<file path="src/rtl/enum_symbol_tx.sv">
// Serial transmitter for enum-typed symbols: one 2-bit symbol per valid/ready
// handshake, framed as START, two data bits (LSB first), optional even parity, STOP.

package p;
    typedef enum logic {FALSE = 1'b0, TRUE = 1'b1} bool_t;
endpackage

package q;
    typedef enum logic [1:0] {
        ORIGINAL = 2'd0,
        WHITENED = 2'd1,
        CHIPPED  = 2'd2,
        MISSING  = 2'd3
    } teeth_t;
endpackage

module enum_symbol_tx #(
    parameter int unsigned CLKS_PER_BIT = 4,
    parameter int unsigned PARITY_EN    = 1
) (
    input  logic       clk,
    input  logic       rst,
    input  logic       in_valid,
    input  logic [1:0] in_sym,
    output logic       in_ready,
    output logic       tx_line,
    output logic       busy,
    output logic [7:0] sent_count
);
    import p::*;
    import q::teeth_t;
    import q::ORIGINAL;

    // Bit-hold counter must still be one bit wide when each bit lasts one cycle.
    localparam int unsigned CNT_W = (CLKS_PER_BIT > 1) ? $clog2(CLKS_PER_BIT) : 1;
    localparam logic [CNT_W-1:0] LAST_CNT = CNT_W'(CLKS_PER_BIT - 1);

    typedef enum logic [2:0] {
        IDLE   = 3'd0,
        START  = 3'd1,
        DATA   = 3'd2,
        PARITY = 3'd3,
        STOP   = 3'd4
    } state_t;

    state_t           state_q;
    logic [CNT_W-1:0] cnt_q;
    logic             bit_idx_q;
    teeth_t           shift_q;
    logic             tx_q;
    bool_t            busy_q;
    logic [7:0]       sent_q;

    logic [1:0]       sym_bits;
    logic             bit_done;
    logic             accept;

    // Handshake and bit-timing decode.
    assign sym_bits   = shift_q;
    assign bit_done   = (cnt_q == LAST_CNT);
    assign in_ready   = (state_q == IDLE);
    assign accept     = in_valid && in_ready;
    assign tx_line    = tx_q;
    assign busy       = (busy_q == TRUE);
    assign sent_count = sent_q;

    // Frame sequencer: state, bit timing, registered line/busy and frame counter.
    always_ff @(posedge clk) begin
        if (rst) begin
            state_q   <= IDLE;
            cnt_q     <= '0;
            bit_idx_q <= 1'b0;
            shift_q   <= ORIGINAL;
            tx_q      <= 1'b1;
            busy_q    <= FALSE;
            sent_q    <= 8'd0;
        end else if (state_q == IDLE) begin
            if (accept) begin
                shift_q   <= teeth_t'(in_sym);
                state_q   <= START;
                cnt_q     <= '0;
                bit_idx_q <= 1'b0;
                tx_q      <= 1'b0;
                busy_q    <= TRUE;
            end
        end else if (!bit_done) begin
            cnt_q <= cnt_q + CNT_W'(1);
        end else begin
            cnt_q <= '0;
            case (state_q)
                START: begin
                    state_q   <= DATA;
                    bit_idx_q <= 1'b0;
                    tx_q      <= sym_bits[0];
                end
                DATA: begin
                    if (!bit_idx_q) begin
                        bit_idx_q <= 1'b1;
                        tx_q      <= sym_bits[1];
                    end else if (PARITY_EN != 0) begin
                        state_q <= PARITY;
                        tx_q    <= ^sym_bits;
                    end else begin
                        state_q <= STOP;
                        tx_q    <= 1'b1;
                    end
                end
                PARITY: begin
                    state_q <= STOP;
                    tx_q    <= 1'b1;
                end
                STOP: begin
                    state_q <= IDLE;
                    tx_q    <= 1'b1;
                    busy_q  <= FALSE;
                    sent_q  <= sent_q + 8'd1;
                end
                default: begin
                    state_q <= IDLE;
                    tx_q    <= 1'b1;
                    busy_q  <= FALSE;
                end
            endcase
        end
    end

endmodule
</file>
<file path="config.mk">
export PLATFORM = sky130hd
export DESIGN_NAME = enum_symbol_tx
export DESIGN_NICKNAME = d
export VERILOG_FILES = /design/src/rtl/enum_symbol_tx.sv
export SDC_FILE = /design/constraint.sdc
export NUM_CORES = 1
export LEC_CHECK = 0
export CELL_PAD_IN_SITES_DETAIL_PLACEMENT = 0
export CELL_PAD_IN_SITES_GLOBAL_PLACEMENT = 1
export CORE_MARGIN = 2
export CORE_UTILIZATION = 38
export DETAILED_ROUTE_END_ITERATION = 10
export MAX_ROUTING_LAYER = met4
export PLACE_DENSITY = 0.73
export SETUP_SLACK_MARGIN = 0.02
export SYNTH_ARGS = -nofsm -noshare
export SYNTH_HDL_FRONTEND = slang
export SYNTH_SLANG_ARGS = --single-unit
</file>
<file path="constraint.sdc">
create_clock -name clk -period 1.9 [get_ports clk]
set_input_delay 0.19 -clock clk [delete_from_list [all_inputs] [get_ports clk]]
set_output_delay 0.19 -clock clk [all_outputs]
set_load 0.1 [all_outputs]
</file>
---- Word level (Yosys, flattened, before mapping) ----
Cells that the tools add are included.
cells by class
  add/sub/neg operators ................... 2
  equal/unequal tests ..................... 8
  muxes and demuxes ....................... 20
  bitwise gates (word level) .............. 1
  reduce and logical (&&, ||, !) cells .... 12
operators with widths
  kind                 count
  $mux 3               4
  $reduce_and 3->1     4
  $mux 1               10
  $pmux 3 s3           1
  $add 8x1->8 const B  1
  $eq 3x2->1 const B   2
  $mux 2               3
  $ne 2x1->1 const B   2
  $pmux 1 s2           2
  $reduce_and 2->1     2
  $eq 3x1->1 const B   1
  $eq 3x3->1 const B   1
  $logic_not 3->1      1
  $ne 3x3->1 const B   1
  $reduce_bool 3->1    1
  $reduce_or 3->1      1
  $add 2x1->2 const B  1
  $eq 2x2->1 const B   1
  $reduce_bool 2->1    1
  $reduce_xor 2->1     1
  $logic_and 1x1->1    1
  $not 1->1            1
word-level totals
  flip-flop bits (word level) ............. 18
  input port bits ......................... 5
  output and inout port bits .............. 11
  logic and storage cells ................. 50

---- Longest topological paths before layout ----
Gate-level depths: netlist of the first run.
  depth in word-level cells ............... 5
  depth in mapped cells ................... 5
  gate-level depth less buffers ........... 4

---- Worst setup path before layout of the first run ----
OpenSTA, ideal clock, no wires.
  path type ............................... register -> register
  from .................................... register sent_q[0] (netlist: sent_count[0])
  to ...................................... register sent_q[6] (netlist: sent_count[6])
  setup time .............................. 71 ps
  arrival ................................. 1928 ps
  required time ........................... 1829 ps
  slack ................................... -98 ps
  cell stages (with the launch flop) ...... 5
  path buffers ............................ 0
  clock period less this slack ............ 1998 ps
  path through ............................ dfxtp_1 > ha_1 > nand2_1 > or4_1 > a21oi_1
between the ends
  word-level cells in the longest chain between the ends .. 1
ends and longest elaborated chain
  what                    RTL line  text
  start, declared         52        logic [7:0] sent_q;
  start signal, assigned  116       sent_q <= sent_q + 8'd1;
  $add 8x1->8             116
No other way between the ends.
A chain may end at the register's enable or synchronous reset.

---- Worst setup path after layout of the first run ----
  from .................................... register state_q[2]
  to ...................................... output port in_ready
between the ends
  word-level cells in the longest chain between the ends .. 1
ends and longest elaborated chain
  what                    RTL line  text
  start, declared         46        state_t state_q;
  start signal, assigned  70        state_q <= IDLE;
  start signal, assigned  80        state_q <= START;
  start signal, assigned  92        state_q <= DATA;
  $logic_not 3->1         61        assign in_ready = (state_q == IDLE);
  end, declared           25        output logic in_ready,
No other way between the ends.

==> results of run 1 <==
-- kinds of logic after synthesis --
logic type | Yosys count
mux | 4
simple gates | 37
buf+inv | 10
compound gates | 27
flops | 18
fa+ha+maj | 2
xor+xnor | 1
-- cell usage in the layout (no fill, tap or decap), types with 2 or more instances in the layout --
| cell | instances |
|---|---|
| sky130_fd_sc_hd__a21o_1 | 3 |
| sky130_fd_sc_hd__ha_1 | 2 |
| sky130_fd_sc_hd__clkbuf_4 | 3 |
| sky130_fd_sc_hd__nand2_1 | 5 |
| sky130_fd_sc_hd__dfxtp_1 | 13 |
| sky130_fd_sc_hd__nor2b_1 | 2 |
| sky130_fd_sc_hd__or3_1 | 3 |
| sky130_fd_sc_hd__nor2_1 | 8 |
| sky130_fd_sc_hd__dfxtp_2 | 5 |
| sky130_fd_sc_hd__buf_4 | 15 |
| sky130_fd_sc_hd__clkdlybuf4s50_1 | 4 |
| sky130_fd_sc_hd__inv_1 | 2 |
| sky130_fd_sc_hd__nand2b_1 | 3 |
| sky130_fd_sc_hd__or4_1 | 5 |
| sky130_fd_sc_hd__mux2i_1 | 3 |
| sky130_fd_sc_hd__nand3b_1 | 4 |
| sky130_fd_sc_hd__o31ai_1 | 6 |
| sky130_fd_sc_hd__a21oi_1 | 12 |
| sky130_fd_sc_hd__nand3_1 | 2 |
-- how the worst max path moves through the flow --
stage | to | slack, ns | cells past startpoint
2_1_floorplan | sent_count[7] | 0.11 | 3
3_3_place_gp | tx_line | 0.29 | 4
3_5_place_dp | tx_line | 0.28 | 4
4_1_cts | in_ready | 0.11 | 4
5_1_grt | in_ready | 0.05 | 4
6_report | in_ready | 0.13 | 4
-- where the power goes --
part | internal, mW | switching, mW
Clock | 0.117 | 0.119
Sequential | 0.389 | 0.00753
Combinational | 0.0462 | 0.0804
Total | 0.552 | 0.207
-- worst reg2reg max path, cell delays in order (launching register included) --
cell and delay (ns):
sky130_fd_sc_hd__dfxtp_1 0.37, sky130_fd_sc_hd__ha_1 0.22, sky130_fd_sc_hd__nand4bb_4 0.23, sky130_fd_sc_hd__or4_1 0.56
sky130_fd_sc_hd__a21oi_1 0.15
-- sequential cells by signal (all words and copies together) (netlist names) --
signal	cells
cnt_q	2
shift_q	2
sent_count	8
state_q	3
busy	1
tx_line	1
bit_idx_q	1
-- layer usage --
metal  GRT usage  share of wire
met1       0.223           0.53
met2       0.229           0.42
met4      0.0385         0.0078
met5           -              0
met3      0.0600          0.046
-- per-stage QoR --
| step | cell area (µm²) | hold slack (ns) |
|---|---|---|
| 5_1_grt | 1120 | 0.516 |
| 3_3_place_gp | 1080 | 0.458 |
| 6_report | 1120 | 0.487 |
| 3_5_place_dp | 1080 | 0.469 |
| 2_1_floorplan | 911 | 0.337 |
| 4_1_cts | 1120 | 0.485 |
-- layout make-up --
class	instances	share of cell area
clock buffer	4	0.0325
timing repair buffer	20	0.155
inverter	3	0.0101
sequential	18	0.328
tap	28	0.0314
multi-input combinational	71	0.443
==> reports/qor.yml, run 1 <==
run_status: "finished, final reports clean"
synth.net_count: 106
utilization: 0.500
clkTransAtPathRegs_ns: 0.10
mappedNetlistArea_um2: 905
post-dp-hpwl_mm: 1.23
final_critical_period_ns: 1.77
stdcell_count: 144
power.density_nw_per_um2: 680
dr.first_iter.drc_count: 20
synthFlopType: "sky130_fd_sc_hd__dfxtp_1"
cp_slowest_cell: "sky130_fd_sc_hd__or3_1"
ctsResizeCount: 0
worst_ir_drop_vdd_mv: 0.646
cts_post_setup_buffers_inserted: 0
clockBufferDepth: 2
depth_of_the_worst_register_to_register_path: 4
slew-limit-headroom: 0.642
vias: 768
clock-root-buffer: "sky130_fd_sc_hd__clkbuf_4"
critical_path_peak_fanout: 10
vias_per_instance: 5.33
async_flop_share: 0
first_element_of_the_critical_path: "state_q[2]"
final.setup_skew_ns: 0.00130
fp-row-count: 17
netlist.top_cell.by_area: "sky130_fd_sc_hd__dfxtp_1"
worst_setup_path_start_kind: "register"
hp_start: "sent_count[7]"
placement.setup.worst_slack_ns: 0.278
number_of_distinct_standard_cells_referenced_by_the_synthesized_netlist: 33
hold_violations: 0
tightest_slew_ns: 0.535
proportion_of_synthesized_area_in_mux_cells: 0.0456
compound_cell_area_share_of_the_yosys_netlist: 0.192
setup.worst_path.end_class: "output pin"
total_overflow_reported_by_the_global_router: 0
flow.area_growth_from_synthesis_pct: 23.4
groute.usage.overall: 0.163
setup-tns-final_ns: 0
r2r_end: "sent_count[7]"
dieArea_um2: 2790
worst_setup_path_type: "register to output pin"
drcViolationCount: 0
die_width_um: 52.8
place.gp.congestion: 0.752
io_pins: 16
clock.fmax_mhz: 565
setup_violations: 0
timing.rr.start: "cnt_q[0]"
drtPass1Iterations: 4
synthAdderAreaFrac: 0.0277
wire_per_inst_um: 12.4
synth_xor_area_frac: 0.00968
cp_cell_sequence: "buf_4 > or3_1 > inv_2 > buf_12"
regToRegSetupSlack_ns: 0.32
final_layout_size_suffix_gt1_frac: 0.250
die_h_um: 52.8
timing.critical_path.slowest_cell_delay_ns: 0.44
synthesis.area_per_instance_um2: 9.14
nets: 124
worst_hold_path.num_cells: 2
post-synth-top-count-cell: "sky130_fd_sc_hd__dfxtp_1"
fillers: 230
tritoncts.num_buffers: 3
design.core.area_um2: 2230
numClockSinks: 18
holdBufCountCts: 0
path_buf_inv: 3
register_area_um2: 367
whs_endpoint: "sent_count[7]"
final_critical_path_setup_slack_ns: 0.129
insertedDiodeCount: 0
netlist_top_cells_count: "sky130_fd_sc_hd__dfxtp_1, sky130_fd_sc_hd__a21oi_1, sky130_fd_sc_hd__nor2_1"
finalWirelength_mm: 1.79
leakagePower_nw: 0.424
clk_latency_ns: 0.29
synth.ff_latch_count: 18
cp_top_family: "buffers and inverters"
min_period_over_period: 0.932
cp_data_arrival_time_ns: 1.58
count_of_flip_flops_with_a_built_in_enable_after_synthesis: 0
rsz0062_at_grt: "false"
final-max-slew-violation-count: 0
initial_utilization: 0.405
yosys.area.top_type_share: 0.398
h-tree-depth: 1
hold_path_class: "register to register"
largest_cells_by_area_after_synthesis: "sky130_fd_sc_hd__dfxtp_1, sky130_fd_sc_hd__a21oi_1, sky130_fd_sc_hd__o31ai_1"
tritoncts_clock_tree: "yes"
global_route_wire_length_before_repair_mm: 3.18
final_antenna_net_count: 0
io_buffers: 15
yosysWarningCount: 0
synth_cells: 99
grt_antenna_before_repair: 0
synth_simple_gate_area_frac: 0.271
grt_max_degree: 15
synth.yosys.seq_area_share: 0.398
grt_pass1_vias: 699
crit_required_ns: 1.71
maxCapViolations: 0
synth_top_family_by_area: "simple AND/OR/NAND/NOR gates"
multiInputGateArea_um2: 494
p_total_mw: 0.759
dp_cells: 140
Note: power is estimated with default switching activity, not from simulation.
==> inputs of run 2 (changes only) <==
--- a/config.mk
+++ b/config.mk
@@ -5,14 +5,17 @@
 export SDC_FILE = /design/constraint.sdc
 export NUM_CORES = 1
 export LEC_CHECK = 0
+export ABC_AREA = 1
 export CELL_PAD_IN_SITES_DETAIL_PLACEMENT = 0
 export CELL_PAD_IN_SITES_GLOBAL_PLACEMENT = 1
 export CORE_MARGIN = 2
-export CORE_UTILIZATION = 38
+export CORE_UTILIZATION = 36
 export DETAILED_ROUTE_END_ITERATION = 10
 export MAX_ROUTING_LAYER = met4
 export PLACE_DENSITY = 0.73
+export REMOVE_ABC_BUFFERS = 1
 export SETUP_SLACK_MARGIN = 0.02
+export SKIP_CTS_REPAIR_TIMING = 1
 export SYNTH_ARGS = -nofsm -noshare
 export SYNTH_HDL_FRONTEND = slang
 export SYNTH_SLANG_ARGS = --single-unit
==> reports/qor.yml, run 2 <==
run_status: "finished, final reports clean"
largest_cells_by_area_after_synthesis: "sky130_fd_sc_hd__dfxtp_1, sky130_fd_sc_hd__nand2_1, sky130_fd_sc_hd__nor2_1"
internal-power_mw: 0.628
final_antenna_net_count: 0
tritoncts.num_buffers: 3
setup_violations: 0
yosysWarningCount: 0
min_period_over_period: 0.770
tritoncts_clock_tree: "yes"
comb_power_share: 0.325
clk_latency_ns: 0.29
design.core.area_um2: 2450
power.switching_mw: 0.370
post-synth-top-count-cell: "sky130_fd_sc_hd__nand2_1"
critical_path_peak_fanout: 5
dr.first_iter.drc_count: 12
netlist.top_cell.by_area: "sky130_fd_sc_hd__dfxtp_1"
place.gp.congestion: 0.782
final_critical_period_ns: 1.46
drcViolationCount: 0
mappedNetlistArea_um2: 926
yosys.area.top_type_share: 0.389
clock.fmax_mhz: 683
rsz0062_at_grt: "false"
clkTransAtPathRegs_ns: 0.10
total_overflow_reported_by_the_global_router: 0
hold_path_class: "input pin to register"
setup-tns-final_ns: 0
worst_setup_path_type: "register to output pin"
async_flop_share: 0
synthesis.area_per_instance_um2: 7.23
die_h_um: 54.7
synth.ff_latch_count: 18
post-dp-hpwl_mm: 1.40
final.setup_skew_ns: 0.000955
clock-root-buffer: "sky130_fd_sc_hd__clkbuf_4"
whs_ns: 0.463
groute.usage.overall: 0.148
power.share.sequential: 0.437
netlist_top_cells_count: "sky130_fd_sc_hd__nand2_1, sky130_fd_sc_hd__dfxtp_1, sky130_fd_sc_hd__nor2_1"
p_total_mw: 0.998
synth.yosys.seq_area_share: 0.389
clockBufferDepth: 2
h-tree-depth: 1
grt_antenna_before_repair: 0
hold_violations: 0
synthFlopType: "sky130_fd_sc_hd__dfxtp_1"
numClockSinks: 18
fp-row-count: 18
vias_per_instance: 4.50
wire_per_inst_um: 10.2
dieArea_um2: 2990
leading_cell_type_in_the_layout_fill_and_taps_excluded: "sky130_fd_sc_hd__nand2_1"
maxCapViolations: 0
drtPass1Iterations: 3
crit_required_ns: 1.71
tightest_slew_ns: 0.302
nets: 155
final_layout_size_suffix_gt1_frac: 0.245
worst_ir_drop_vdd_mv: 0.654
layout_common_cells: "sky130_fd_sc_hd__nand2_1, sky130_fd_sc_hd__dfxtp_1, sky130_fd_sc_hd__nor2_1"
leakagePower_nw: 0.496
number_of_distinct_standard_cells_referenced_by_the_synthesized_netlist: 21
power.density_nw_per_um2: 878
vias: 796
synth_cells: 128
finalWirelength_mm: 1.81
timing.rr.start: "cnt_q[0]"
io_buffers: 15
io_pins: 16
grt_pass1_vias: 705
die_width_um: 54.7
global_route_wire_length_before_repair_mm: 3.04
count_of_flip_flops_with_a_built_in_enable_after_synthesis: 0
clockPowerShare: 0.238
final-max-slew-violation-count: 0
grt_max_degree: 11
initial_utilization: 0.377
insertedDiodeCount: 0
slew-limit-headroom: 0.798
flip_flop_count_of_the_largest_register_after_layout: 8
hp_start: "in_sym[0]"
first_element_of_the_critical_path: "state_q[2]"
cp_data_arrival_time_ns: 1.27
switching_share: 0.371
flow.area_growth_from_synthesis_pct: 22.8
setup.worst_path.end_class: "output pin"
worst_setup_path_start_kind: "register"
run 2: cell types whose count changed after synthesis, sizes merged, moves of 3 or more:
cell    change
a21o        -3
clkbuf      -4
inv        +12
mux2i       -3
nand2      +36
nand2b      -3
nand3       +9
nand3b      -4
nor2       +10
o21ai       +4
o31ai       -6
or3         -3
or4         -5
run 2: cell families (layout without fill, tap and decap cells):
kind of cell | after synthesis | after routing | share of synthesized area
adder cells (fa/ha/maj) | 2 | 2 | 0.0270
AO/OA/AOI/OAI | 16 | 16 | 0.0946
flip-flops | 18 | 18 | 0.389
XOR/XNOR | 3 | 3 | 0.0284
AND/OR/NAND/NOR | 71 | 71 | 0.385
buffers and inverters | 18 | 37 | 0.0757
run 2: metal layers:
| layer | track usage | vias to the layer above | part of all wire | routed length [µm] |
|---|---|---|---|---|
| li1 | - | 440 | - | - |
| met1 | 0.195 | 345 | 0.53 | 954 |
| met2 | 0.214 | 9 | 0.43 | 774 |
| met3 | 0.0273 | 2 | 0.033 | 60 |
| met4 | 0.0750 | 0 | 0.0083 | 15 |
| met5 | - | - | 0 | 0 |
run 2: per-stage QoR:
stage                     cell area (µm²)   util  setup slack (ns)  instances
after floorplan                       921      -             0.106        127
after global placement               1100  0.449             0.551        173
after detailed placement             1100  0.449             0.538        173
after CTS                            1140  0.463             0.422        177
after global routing                 1140  0.463             0.362        177
final                                1140  0.463             0.436        177
run 2: power by group through the flow:
stage | clock [mW] | combinational [mW] | sequential (mW)
detailed placement | 0 | 0.327 | 0.444
global route | 0.266 | 0.355 | 0.440
global placement | 0 | 0.328 | 0.444
finish | 0.238 | 0.325 | 0.436
floorplan | 0 | 0.195 | 0.489
CTS | 0.251 | 0.328 | 0.435
run 2: final timing paths:
path | end | slack [ns] | cells after the start
worst min register to register | cnt_q[1] | 0.47 | 2
worst max register to register | sent_count[5] | 0.53 | 8
worst max-delay path | in_ready | 0.44 | 4
worst min-delay path | shift_q[0] | 0.46 | 3
run 2: worst max-delay path, stage by stage, from the launching register on:
cell and delay, ns:
sky130_fd_sc_hd__dfxtp_1 0.39, sky130_fd_sc_hd__nor2_4 0.20, sky130_fd_sc_hd__nand2_4 0.09, sky130_fd_sc_hd__inv_1 0.12, sky130_fd_sc_hd__buf_12 0.18
run 2: cell type report:
class / count / area, µm²
fill: 263 / 1320
multi-input combinational: 92 / 495
sequential: 18 / 360
timing repair buffer: 16 / 143
inverter: 17 / 65.1
tap: 30 / 37.5
clock buffer: 4 / 36.3
